### src/rtl/prf_wb_pkg.sv
// Shared constants and helpers for the PRF write-back unit.
// The request struct is declared in the top module because its widths are module parameters.
package prf_wb_pkg;

    localparam int NUM_SRC    = 2;
    localparam int FIFO_DEPTH = 2;
    localparam int PTR_W      = $clog2(FIFO_DEPTH);
    localparam int OCC_W      = $clog2(FIFO_DEPTH + 1);

    typedef enum logic {
        SRC0 = 1'b0,
        SRC1 = 1'b1
    } src_sel_e;

    // Round-robin: after a grant the other source gets priority.
    function automatic src_sel_e rr_next(input src_sel_e granted);
        return (granted == SRC0) ? SRC1 : SRC0;
    endfunction

endpackage

### src/rtl/prf_writeback_unit_if.sv
// Bus bundle of the write-back unit: two producer request channels plus the PRF write port.
// The master modport is the write-back unit itself; slave is the producers/PRF side.
interface prf_writeback_unit_if #(
    parameter int DIR_WIDTH  = 10,
    parameter int DATA_WIDTH = 256
);
    // Handshake: a transfer happens on a rising edge with valid && ready. ready is
    // registered and never depends on valid; dir/data must stay stable while valid && !ready.
    logic                  src0_valid;
    logic                  src0_ready;
    logic [DIR_WIDTH-1:0]  src0_dir;
    logic [DATA_WIDTH-1:0] src0_data;

    logic                  src1_valid;
    logic                  src1_ready;
    logic [DIR_WIDTH-1:0]  src1_dir;
    logic [DATA_WIDTH-1:0] src1_data;

    logic                  write_en;
    logic [DIR_WIDTH-1:0]  write_dir;
    logic [DATA_WIDTH-1:0] write_data;

    modport master (
        input  src0_valid, src0_dir, src0_data,
        input  src1_valid, src1_dir, src1_data,
        output src0_ready, src1_ready,
        output write_en, write_dir, write_data
    );

    modport slave (
        output src0_valid, src0_dir, src0_data,
        output src1_valid, src1_dir, src1_data,
        input  src0_ready, src1_ready,
        input  write_en, write_dir, write_data
    );

endinterface

### src/rtl/prf_wb_fifo.sv
// Small in-order FIFO buffering one producer's write requests.
// not_full is registered from the next occupancy so ready never loops back through valid.
module prf_wb_fifo
    import prf_wb_pkg::*;
#(
    parameter int WIDTH = 266
) (
    input  logic             clk,
    input  logic             arst_n,
    input  logic             push,
    input  logic [WIDTH-1:0] push_data,
    input  logic             pop,
    output logic [WIDTH-1:0] head,
    output logic             empty,
    output logic             not_full,
    output logic [OCC_W-1:0] occ
);

    localparam logic [OCC_W-1:0] FULL_OCC = OCC_W'(FIFO_DEPTH);

    logic [WIDTH-1:0] mem [FIFO_DEPTH];
    logic [PTR_W-1:0] wr_ptr;
    logic [PTR_W-1:0] rd_ptr;
    logic [OCC_W-1:0] occ_next;

    always_comb begin
        occ_next = occ;
        if (push && !pop) begin
            occ_next = occ + 1'b1;
        end else if (pop && !push) begin
            occ_next = occ - 1'b1;
        end
    end

    always_ff @(posedge clk or negedge arst_n) begin
        if (!arst_n) begin
            wr_ptr   <= '0;
            rd_ptr   <= '0;
            occ      <= '0;
            not_full <= 1'b0;
        end else begin
            if (push) begin
                wr_ptr <= wr_ptr + 1'b1;
            end
            if (pop) begin
                rd_ptr <= rd_ptr + 1'b1;
            end
            occ      <= occ_next;
            not_full <= (occ_next != FULL_OCC);
        end
    end

    // Storage needs no reset: occupancy alone decides what is valid.
    always_ff @(posedge clk) begin
        if (push) begin
            mem[wr_ptr] <= push_data;
        end
    end

    assign head  = mem[rd_ptr];
    assign empty = (occ == '0);

endmodule

### src/rtl/prf_writeback_unit.sv
// Write-side initiator for the PRF: two buffered producers, round-robin arbitration,
// registered single write port, register-0 filtering, committed-write counter and idle flag.
module prf_writeback_unit
    import prf_wb_pkg::*;
#(
    parameter int DIR_WIDTH  = 10,
    parameter int DATA_WIDTH = 256,
    parameter int CNT_WIDTH  = 16
) (
    input  logic                 clk,
    input  logic                 arst_n,
    prf_writeback_unit_if.master bus,
    output logic [CNT_WIDTH-1:0] wb_count,
    output logic                 idle
);

    typedef struct packed {
        logic [DIR_WIDTH-1:0]  dir;
        logic [DATA_WIDTH-1:0] data;
    } wb_req_t;

    localparam int REQ_W = $bits(wb_req_t);

    wb_req_t          push_req0, push_req1;
    wb_req_t          head0, head1;
    wb_req_t          grant_req;
    logic             push0, push1;
    logic             pop0, pop1;
    logic             empty0, empty1;
    logic             rdy0, rdy1;
    logic [OCC_W-1:0] occ0, occ1;

    logic             grant_vld;
    src_sel_e         grant_sel;
    src_sel_e         rr_ptr;

    logic                  write_en_q;
    logic [DIR_WIDTH-1:0]  write_dir_q;
    logic [DATA_WIDTH-1:0] write_data_q;

    assign push_req0 = '{dir: bus.src0_dir, data: bus.src0_data};
    assign push_req1 = '{dir: bus.src1_dir, data: bus.src1_data};
    assign push0     = bus.src0_valid && rdy0;
    assign push1     = bus.src1_valid && rdy1;

    prf_wb_fifo #(.WIDTH(REQ_W)) u_fifo0 (
        .clk       (clk),
        .arst_n    (arst_n),
        .push      (push0),
        .push_data (push_req0),
        .pop       (pop0),
        .head      (head0),
        .empty     (empty0),
        .not_full  (rdy0),
        .occ       (occ0)
    );

    prf_wb_fifo #(.WIDTH(REQ_W)) u_fifo1 (
        .clk       (clk),
        .arst_n    (arst_n),
        .push      (push1),
        .push_data (push_req1),
        .pop       (pop1),
        .head      (head1),
        .empty     (empty1),
        .not_full  (rdy1),
        .occ       (occ1)
    );

    // The pointer only breaks ties; a lone candidate always wins.
    always_comb begin
        grant_vld = !empty0 || !empty1;
        grant_sel = SRC0;
        if (!empty0 && !empty1) begin
            grant_sel = rr_ptr;
        end else if (!empty1) begin
            grant_sel = SRC1;
        end
    end

    assign pop0      = grant_vld && (grant_sel == SRC0);
    assign pop1      = grant_vld && (grant_sel == SRC1);
    assign grant_req = (grant_sel == SRC1) ? head1 : head0;

    always_ff @(posedge clk or negedge arst_n) begin
        if (!arst_n) begin
            write_en_q   <= 1'b0;
            write_dir_q  <= '0;
            write_data_q <= '0;
            wb_count     <= '0;
            rr_ptr       <= SRC0;
        end else begin
            if (grant_vld) begin
                // Register 0 is consumed like any entry but never reaches the PRF.
                write_en_q   <= (grant_req.dir != '0);
                write_dir_q  <= grant_req.dir;
                write_data_q <= grant_req.data;
                rr_ptr       <= rr_next(grant_sel);
                if (grant_req.dir != '0) begin
                    wb_count <= wb_count + 1'b1;
                end
            end else begin
                write_en_q <= 1'b0;
            end
        end
    end

    assign bus.src0_ready = rdy0;
    assign bus.src1_ready = rdy1;
    assign bus.write_en   = write_en_q;
    assign bus.write_dir  = write_dir_q;
    assign bus.write_data = write_data_q;

    assign idle = (occ0 == '0) && (occ1 == '0) && !write_en_q;

endmodule
### src/flat_wrapper.sv
// flat-port wrapper written by rule: the top's interface ports become plain ports
module prf_writeback_unit_flat import prf_wb_pkg::*;
#(
    parameter int DIR_WIDTH  = 10,
    parameter int DATA_WIDTH = 256,
    parameter int CNT_WIDTH  = 16
)
  (clk, arst_n, wb_count, idle, bus_src0_valid, bus_src0_dir, bus_src0_data, bus_src1_valid, bus_src1_dir, bus_src1_data, bus_src0_ready, bus_src1_ready, bus_write_en, bus_write_dir, bus_write_data);
  prf_writeback_unit_if #(.DIR_WIDTH(DIR_WIDTH), .DATA_WIDTH(DATA_WIDTH)) bus_i ();
  input  logic clk;
  input  logic arst_n;
  output logic [CNT_WIDTH-1:0] wb_count;
  output logic idle;
  input wire logic [$bits(bus_i.src0_valid)-1:0] bus_src0_valid;
  input wire logic [$bits(bus_i.src0_dir)-1:0] bus_src0_dir;
  input wire logic [$bits(bus_i.src0_data)-1:0] bus_src0_data;
  input wire logic [$bits(bus_i.src1_valid)-1:0] bus_src1_valid;
  input wire logic [$bits(bus_i.src1_dir)-1:0] bus_src1_dir;
  input wire logic [$bits(bus_i.src1_data)-1:0] bus_src1_data;
  output wire logic [$bits(bus_i.src0_ready)-1:0] bus_src0_ready;
  output wire logic [$bits(bus_i.src1_ready)-1:0] bus_src1_ready;
  output wire logic [$bits(bus_i.write_en)-1:0] bus_write_en;
  output wire logic [$bits(bus_i.write_dir)-1:0] bus_write_dir;
  output wire logic [$bits(bus_i.write_data)-1:0] bus_write_data;
  assign bus_i.src0_valid = bus_src0_valid;
  assign bus_i.src0_dir = bus_src0_dir;
  assign bus_i.src0_data = bus_src0_data;
  assign bus_i.src1_valid = bus_src1_valid;
  assign bus_i.src1_dir = bus_src1_dir;
  assign bus_i.src1_data = bus_src1_data;
  assign bus_src0_ready = bus_i.src0_ready;
  assign bus_src1_ready = bus_i.src1_ready;
  assign bus_write_en = bus_i.write_en;
  assign bus_write_dir = bus_i.write_dir;
  assign bus_write_data = bus_i.write_data;
  prf_writeback_unit #(.DIR_WIDTH(DIR_WIDTH), .DATA_WIDTH(DATA_WIDTH), .CNT_WIDTH(CNT_WIDTH)) u_core (.clk(clk), .arst_n(arst_n), .bus(bus_i), .wb_count(wb_count), .idle(idle));
endmodule
### config.mk
export PLATFORM = sky130hd
export DESIGN_NAME = prf_writeback_unit_flat
export DESIGN_NICKNAME = d
export VERILOG_FILES = /design/src/rtl/prf_wb_pkg.sv /design/src/rtl/prf_writeback_unit_if.sv /design/src/rtl/prf_wb_fifo.sv /design/src/rtl/prf_writeback_unit.sv /design/src/flat_wrapper.sv
export SDC_FILE = /design/constraint.sdc
export NUM_CORES = 1
export LEC_CHECK = 0
export CELL_PAD_IN_SITES_DETAIL_PLACEMENT = 1
export CELL_PAD_IN_SITES_GLOBAL_PLACEMENT = 1
export CORE_UTILIZATION = 42
export CTS_BUF_LIST = sky130_fd_sc_hd__clkbuf_2
export DETAILED_ROUTE_END_ITERATION = 6
export GPL_TIMING_DRIVEN = 1
export PLACE_DENSITY = 0.78
export SKIP_CTS_REPAIR_TIMING = 1
export SLEW_MARGIN = 15
export SYNTH_ARGS = -nofsm -noshare
export SYNTH_HDL_FRONTEND = slang
export SYNTH_SLANG_ARGS = --single-unit
### constraint.sdc
create_clock -name clk -period 11.4 [get_ports clk]
set_input_delay 2.28 -clock clk [delete_from_list [all_inputs] [get_ports clk]]
set_output_delay 2.28 -clock clk [all_outputs]
set_load 0.1 [all_outputs]
After elaboration in Yosys (flattened, before gate mapping)
Memory sizes are Yosys's and may differ from the RTL's.
Index checks and enable logic that the tools add are counted.
{ "op_classes": {"addsub": 9, "n_eq_ne": 2, "n_mux": 13, "bitwise": 1, "reduce_logical": 23} }
{ "ops": {"columns": ["cell", "n"], "rows": [
  ["$mux W266", 1],
  ["$add A16 B1 Y16 const B", 1],
  ["$logic_and A1 B1 Y1", 11],
  ["$reduce_bool A10 Y1", 1],
  ["$mux W1", 8],
  ["$mux W2", 4],
  ["$logic_not A1 Y1", 7],
  ["$add A1 B1 Y1 const B", 4],
  ["$add A2 B1 Y2 const B", 2],
  ["$logic_not A2 Y1", 2],
  ["$ne A2 B2 Y1 const B", 2],
  ["$sub A2 B1 Y2 const B", 2],
  ["$reduce_and A2 Y1", 1],
  ["$logic_or A1 B1 Y1", 1],
  ["$not A1 Y1", 1]
]} }
{ "totals": {"reg_bits": 294, "mem_bits_rw": 1064, "input_bits": 536, "out_inout_bits": 286, "word_cells": 63, "n_memories": 2} }
{ "mem_list": {"columns": ["memory", "words", "width", "read_ports", "rd_clocked_by_memory_dff", "wr", "line_no", "text"], "rows": [
  ["u_core.u_fifo0.mem", 2, 266, 1, 0, 1, "prf_wb_fifo.sv:21", "logic [WIDTH-1:0] mem [FIFO_DEPTH];"],
  ["u_core.u_fifo1.mem", 2, 266, 1, 0, 1, "prf_wb_fifo.sv:21", null]
]} }

Longest topological paths before layout
{ "logic_depth": {"ltp_word": 10, "mapped_depth": 10, "ltp_nobuf": 7} }

Modules after synthesis
Synthesis repeated with hierarchy kept, for this count alone.
{ "hier_totals": {"cells_unflattened": 2956, "area_unflattened_um2": 52984.6} }
{ "by_module_without_submodules": {"columns": ["mod", "n_inst", "cells_each", "area_per_inst_um2", "seq_area_each_um2"], "rows": [
  ["prf_wb_fifo", 2, 853, 20417.1, 16100.4],
  ["prf_writeback_unit", 1, 1250, 12150.4, 7106.8]
]} }

Least setup slack after synthesis
No wires, ideal clock.
{ "synth_path": {"path_kind": "input to register", "startpoint": "input port bus_src1_valid", "endpoint": "memory u_core.u_fifo1.mem[0][0], enable pin", "setup_ns": 0.899, "arrival_ns": 13.556, "required_time_ns": 10.501, "setup_slack_ns": -3.055, "path_stages": 2, "path_buffers": 0, "path_cell_list": "nand2_1 > nor2_1"} }
{ "synth_via": {"elab_chain_cells": 3} }
{ "synth_lines": {"columns": ["element", "line_no", "text"], "rows": [
  ["start: declaration", "flat_wrapper.sv:17", "input wire logic [$bits(bus_i.src1_valid)-1:0] bus_src1_valid;"],
  ["$logic_and A1 B1 Y1", "prf_writeback_unit.sv:44", "assign push1 = bus.src1_valid && rdy1;"],
  ["$mux W1", "prf_wb_fifo.sv:55", "if (push) begin"],
  ["$mux W1 (implied by the code)", "prf_wb_fifo.sv:56", "mem[wr_ptr] <= push_data;"],
  ["end: declaration", "prf_wb_fifo.sv:21", null]
]} }
No other way between the ends.

Final worst setup path
{ "layout_path": {"startpoint": "register u_core.u_fifo0.occ[0]", "endpoint": "output port idle"} }
{ "layout_via": {"elab_chain_cells": 3} }
{ "layout_lines": {"columns": ["element", "line_no", "text"], "rows": [
  ["start: declaration", "prf_wb_fifo.sv:16", "output logic [OCC_W-1:0] occ"],
  ["start signal: assignment", "prf_wb_fifo.sv:48", "occ <= occ_next;"],
  ["$logic_not A2 Y1", "prf_writeback_unit.sv:114", "assign idle = (occ0 == '0) && (occ1 == '0) && !write_en_q;"],
  ["$logic_and A1 B1 Y1 (2 in series)", "prf_writeback_unit.sv:114", null],
  ["end: declaration", "flat_wrapper.sv:13", "output logic idle;"]
]} }
No other way between the ends.

==> PnR_summary.wiki <==
{| class="wikitable"
! Metric !! Value
|-
| Post-Synth Simple-Gate Area || 4.651%
|-
| Number of H-tree branching levels || 5
|-
| Combinational family with the most area after synthesis || multiplexers
|-
| Worst setup path endpoint || idle
|-
| Total number of vias || 31870
|-
| Net total in the final layout || 4822
|-
| Die Height || 350.7 um
|-
| Post-Synthesis Net Count || 3779
|-
| Status || finished clean
|-
| Number of max-cap violations || 0
|-
| TritonCTS clock tree || done
|-
| Post-synth EDFFs || 1064
|-
| Global placer's final weighted congestion || 0.8062
|-
| First-pass GRT wire length || 215.1 mm
|-
| Launch point of the worst path || u_core.u_fifo0.occ[0]
|-
| Half-perimeter wire length of the detailed placement result || 97.29 mm
|-
| Post-synthesis share of cell area spent on full adders, half adders and majority gates || 0.07351%
|-
| Hold Fails Final Rpt || 0
|-
| Crit path arrival time || 4.03 ns
|-
| Reg-to-Reg End || u_core.bus.write_data[16]
|-
| Vias per cell || 5.125
|-
| Fmax || 0.1584 GHz
|-
| Worst rel slew slack || 20.22%
|-
| Via count of the first global-routing pass || 35000
|-
| Buf/Inv on CP || 2
|-
| Critical Path Source Type || register
|-
| Hold Crit Class || reg -> reg
|-
| Maximum clock insertion buffer count || 4
|-
| Post-Synthesis Cell Area || 51060 um2
|-
| Max-slew violation count || 0
|-
| Number of optimization iterations in the first detailed-route pass || 5
|-
| Chip Width || 350.7 um
|-
| Global routing usage summed across all routing layers || 23.84%
|-
| Highest cell delay on the worst timing path || 1.23 ns
|-
| Top cells by area, synth || sky130_fd_sc_hd__edfxtp_1, sky130_fd_sc_hd__dfrtp_1, sky130_fd_sc_hd__mux2_2
|-
| RSZ-0062 raised after global routing || no
|-
| Sequential element share of the synthesized area || 76.98%
|-
| Type of the worst setup path || reg -> out
|-
| Compound-Gate Fraction of Synth Area || 5.506%
|-
| Count of cell instances traversed by the critical path || 5
|-
| Cell type with the largest total area after synthesis || sky130_fd_sc_hd__edfxtp_1
|-
| Setup slack, reg-to-reg || 7.35 ns
|-
| WL final || 149.4 mm
|-
| Floorplan Core Area || 120300 um2
|-
| Number of placed I/O pins || 822
|-
| Number of nets still failing antenna checks after routing || 0
|-
| Later-pin clock latency in the skew report || 1.70 ns
|-
| Area grow syn2layout || 25.67%
|-
| Non-filler cells in the finished layout || 6219
|-
| Count of unique library cells instantiated by Yosys || 39
|-
| Worst-margin pin slew || 1.197 ns
|-
| Core Rows || 127
|-
| Filler cell count || 11940
|-
| Synthesized instance count || 3240
|-
| Number of warnings reported in the yosys synthesis log || 0
|-
| Worst IR drop on VDD || 0.3541 mV
|-
| Share of synthesized registers carrying an async set or reset || 21.65%
|-
| Fraction of final layout cells with drive strength greater than 1 || 19.25%
|-
| Placed instance count || 5532
|-
| Number of clock sinks || 1358
|-
| Critical Path, Cell by Cell || inv_1 > ha_1 > nand2_1 > nor2_1 > clkdlybuf4s50_1
|-
| Worst-path maximum fanout || 8
|-
| # setup viols final || 0
|-
| Post-Route Setup TNS || 0 ns
|-
| Worst EP required || 9.12 ns
|-
| Portion of synthesized cell area occupied by the leading cell type || 62.57%
|-
| Wirelength per Cell || 24.02 um
|-
| Initial drt markers || 1654
|-
| Hold WS || 0.4760 ns
|-
| Crit path max-delay family || buffers and inverters
|-
| Effective utilization at floorplan || 42.45%
|-
| Share of cell area taken by muxes after synthesis || 10.90%
|-
| Overflow after GRT || 0
|-
| Critical register-to-register path startpoint || u_core.u_fifo0.occ[1]
|-
| Flip-flop and latch count after synthesis || 1358
|-
| DRC violation count after routing || 0
|-
| Clock skew || 0.1670 ns
|-
| Power per cell area || 312.9 nW/um2
|-
| Port-buffer cells || 821
|-
| Initial antenna violation count || 70
|-
| Maximum number of pins on one net before global-route repair || 119
|-
| Final period util || 55.37%
|-
| Time the final worst path needs with I/O delays and setup || 6.312 ns
|-
| Static Leakage || 23.58 nW
|-
| Master cell of the clock root buffer || sky130_fd_sc_hd__clkbuf_2
|-
| Syn avg cell area || 15.76 um2
|-
| Xor and xnor fraction of the mapped netlist area || 0.3945%
|-
| Clock transition at the registers of the reported paths || 0.10 ns
|-
| Synth Flop Type || sky130_fd_sc_hd__edfxtp_1
|-
| Cell with the biggest individual delay on the critical path || sky130_fd_sc_hd__clkdlybuf4s50_1
|-
| Number of buffers added by the clock tree synthesis step || 361
|-
| Count of cells along the worst register-to-register path || 8
|-
| Kind of end point of the critical path || output port
|-
| DIE AREA || 123000 um2
|}
power by group:
part           leakage, nW  switching, mW  internal (mW)
logic                 7.70           6.82           2.45
registers             13.4          0.664           6.85
clock network         2.47           2.01           1.28
cell usage after synthesis (2+ instances only):
library cell                  n
sky130_fd_sc_hd__o21ai_0    258
sky130_fd_sc_hd__buf_1       22
sky130_fd_sc_hd__mux2i_1    266
sky130_fd_sc_hd__a211oi_1    11
sky130_fd_sc_hd__nor3_1       6
sky130_fd_sc_hd__clkbuf_1   130
sky130_fd_sc_hd__nor2_1     271
sky130_fd_sc_hd__and4_1       2
sky130_fd_sc_hd__o211ai_1     5
sky130_fd_sc_hd__buf_2       25
sky130_fd_sc_hd__xor2_1      15
sky130_fd_sc_hd__nand2_1    280
sky130_fd_sc_hd__edfxtp_1  1064
sky130_fd_sc_hd__xnor2_1      8
sky130_fd_sc_hd__nor2b_1     10
sky130_fd_sc_hd__inv_1        5
sky130_fd_sc_hd__dfrtp_1    294
sky130_fd_sc_hd__nand3_1      5
sky130_fd_sc_hd__buf_6        3
sky130_fd_sc_hd__nor4b_1      7
sky130_fd_sc_hd__a21oi_1    262
sky130_fd_sc_hd__nor4_1       5
sky130_fd_sc_hd__and3_1       3
sky130_fd_sc_hd__o31ai_1      6
sky130_fd_sc_hd__and2_1       2
sky130_fd_sc_hd__mux2_2     257
sky130_fd_sc_hd__nor3b_1      3
sky130_fd_sc_hd__nand4_1      2
sky130_fd_sc_hd__ha_1         3
worst register-to-register path, stage by stage (launching register included):
cell and delay (ns):
sky130_fd_sc_hd__dfrtp_1 0.38, sky130_fd_sc_hd__inv_1 0.05, sky130_fd_sc_hd__ha_1 0.25, sky130_fd_sc_hd__o21bai_4 0.75
sky130_fd_sc_hd__buf_4 0.85, sky130_fd_sc_hd__buf_4 0.95, sky130_fd_sc_hd__nor2_1 0.28, sky130_fd_sc_hd__a21oi_1 0.20
sky130_fd_sc_hd__o21ai_0 0.11
how the worst min path moves through the flow:
stage                                      end           startpoint  cells after the start  slack, ns
floorplan                        u_core.rr_ptr        u_core.rr_ptr                      1       0.47
global placement           u_core.wb_count[15]  u_core.wb_count[15]                      1       0.46
detailed placement         u_core.wb_count[15]  u_core.wb_count[15]                      1       0.46
CTS                 u_core.bus.write_data[255]               arst_n                      1       0.32
global route        u_core.bus.write_data[255]               arst_n                      1       0.44
finish                     u_core.wb_count[15]  u_core.wb_count[15]                      1       0.48
cells by family after synthesis:
group / after synthesis
AOI/OAI and AO/OA: 547
xor gates and xnor gates: 23
adders and majority gates: 3
buffers and inverters: 187
DFF: 1358
muxes: 524
and+or+nand+nor: 598
sequential cells by signal (all words and copies together), names as in the netlist, 2 cells and up:
name	flops
u_core.u_fifo0.occ	2
u_core.u_fifo0.mem	532
u_core.bus.write_dir	10
u_core.bus.write_data	256
u_core.u_fifo1.mem	532
u_core.wb_count	16
u_core.u_fifo1.occ	2
per-layer routing:
layer | wire length [um] | share of wire [%] | up-vias | GRT usage [%]
li1 | - | - | 14350 | -
met3 | 11220 | 7.5 | 342 | 7.809
met4 | 7089 | 4.7 | 50 | 13.96
met5 | 350 | 0.23 | - | 0
met2 | 75270 | 50 | 1119 | 39.77
met1 | 55440 | 37 | 16010 | 26.66
cell usage in the layout (no fill, tap or decap), drive strengths merged, types with 9 or more instances in the layout:
master / synthesis / routed
nor2: 272 / 272
a21oi: 262 / 262
mux2: 258 / 258
nand2: 280 / 280
dfrtp: 294 / 294
o21ai: 258 / 258
diode: 0 / 46
inv: 5 / 9
nor2b: 10 / 10
edfxtp: 1064 / 1064
mux2i: 266 / 266
clkdlybuf4s50: 0 / 818
xor2: 15 / 15
clkinv: 0 / 80
clkbuf: 131 / 557
buf: 51 / 44
a211oi: 11 / 11
area by class of cell:
class / instances / area (um2) / share of cell area, %
Timing Repair Buffer: 862 / 8563 / 13.34
Tap cell: 1612 / 2017 / 3.143
Multi-Input combinational cell: 1695 / 11030 / 17.19
Inverter: 5 / 18.77 / 0.02925
Clock inverter: 84 / 322.8 / 0.5030
Sequential cell: 1358 / 39320 / 61.27
Clock buffer: 557 / 2788 / 4.344
Antenna cell: 46 / 115.1 / 0.1794
metrics by stage:
step | util [%] | total power [mW] | setup WS, ns | area (um2)
global route | 53.34 | 21.06 | 4.700 | 64160
detailed placement | 50.67 | 16.97 | 5.629 | 60950
CTS | 53.25 | 20.32 | 4.738 | 64060
floorplan | - | 14.31 | 1.505 | 51070
finish | 53.35 | 20.08 | 5.088 | 64170
global placement | 50.67 | 16.65 | 5.630 | 60950
(Power assumes the default switching activity.)
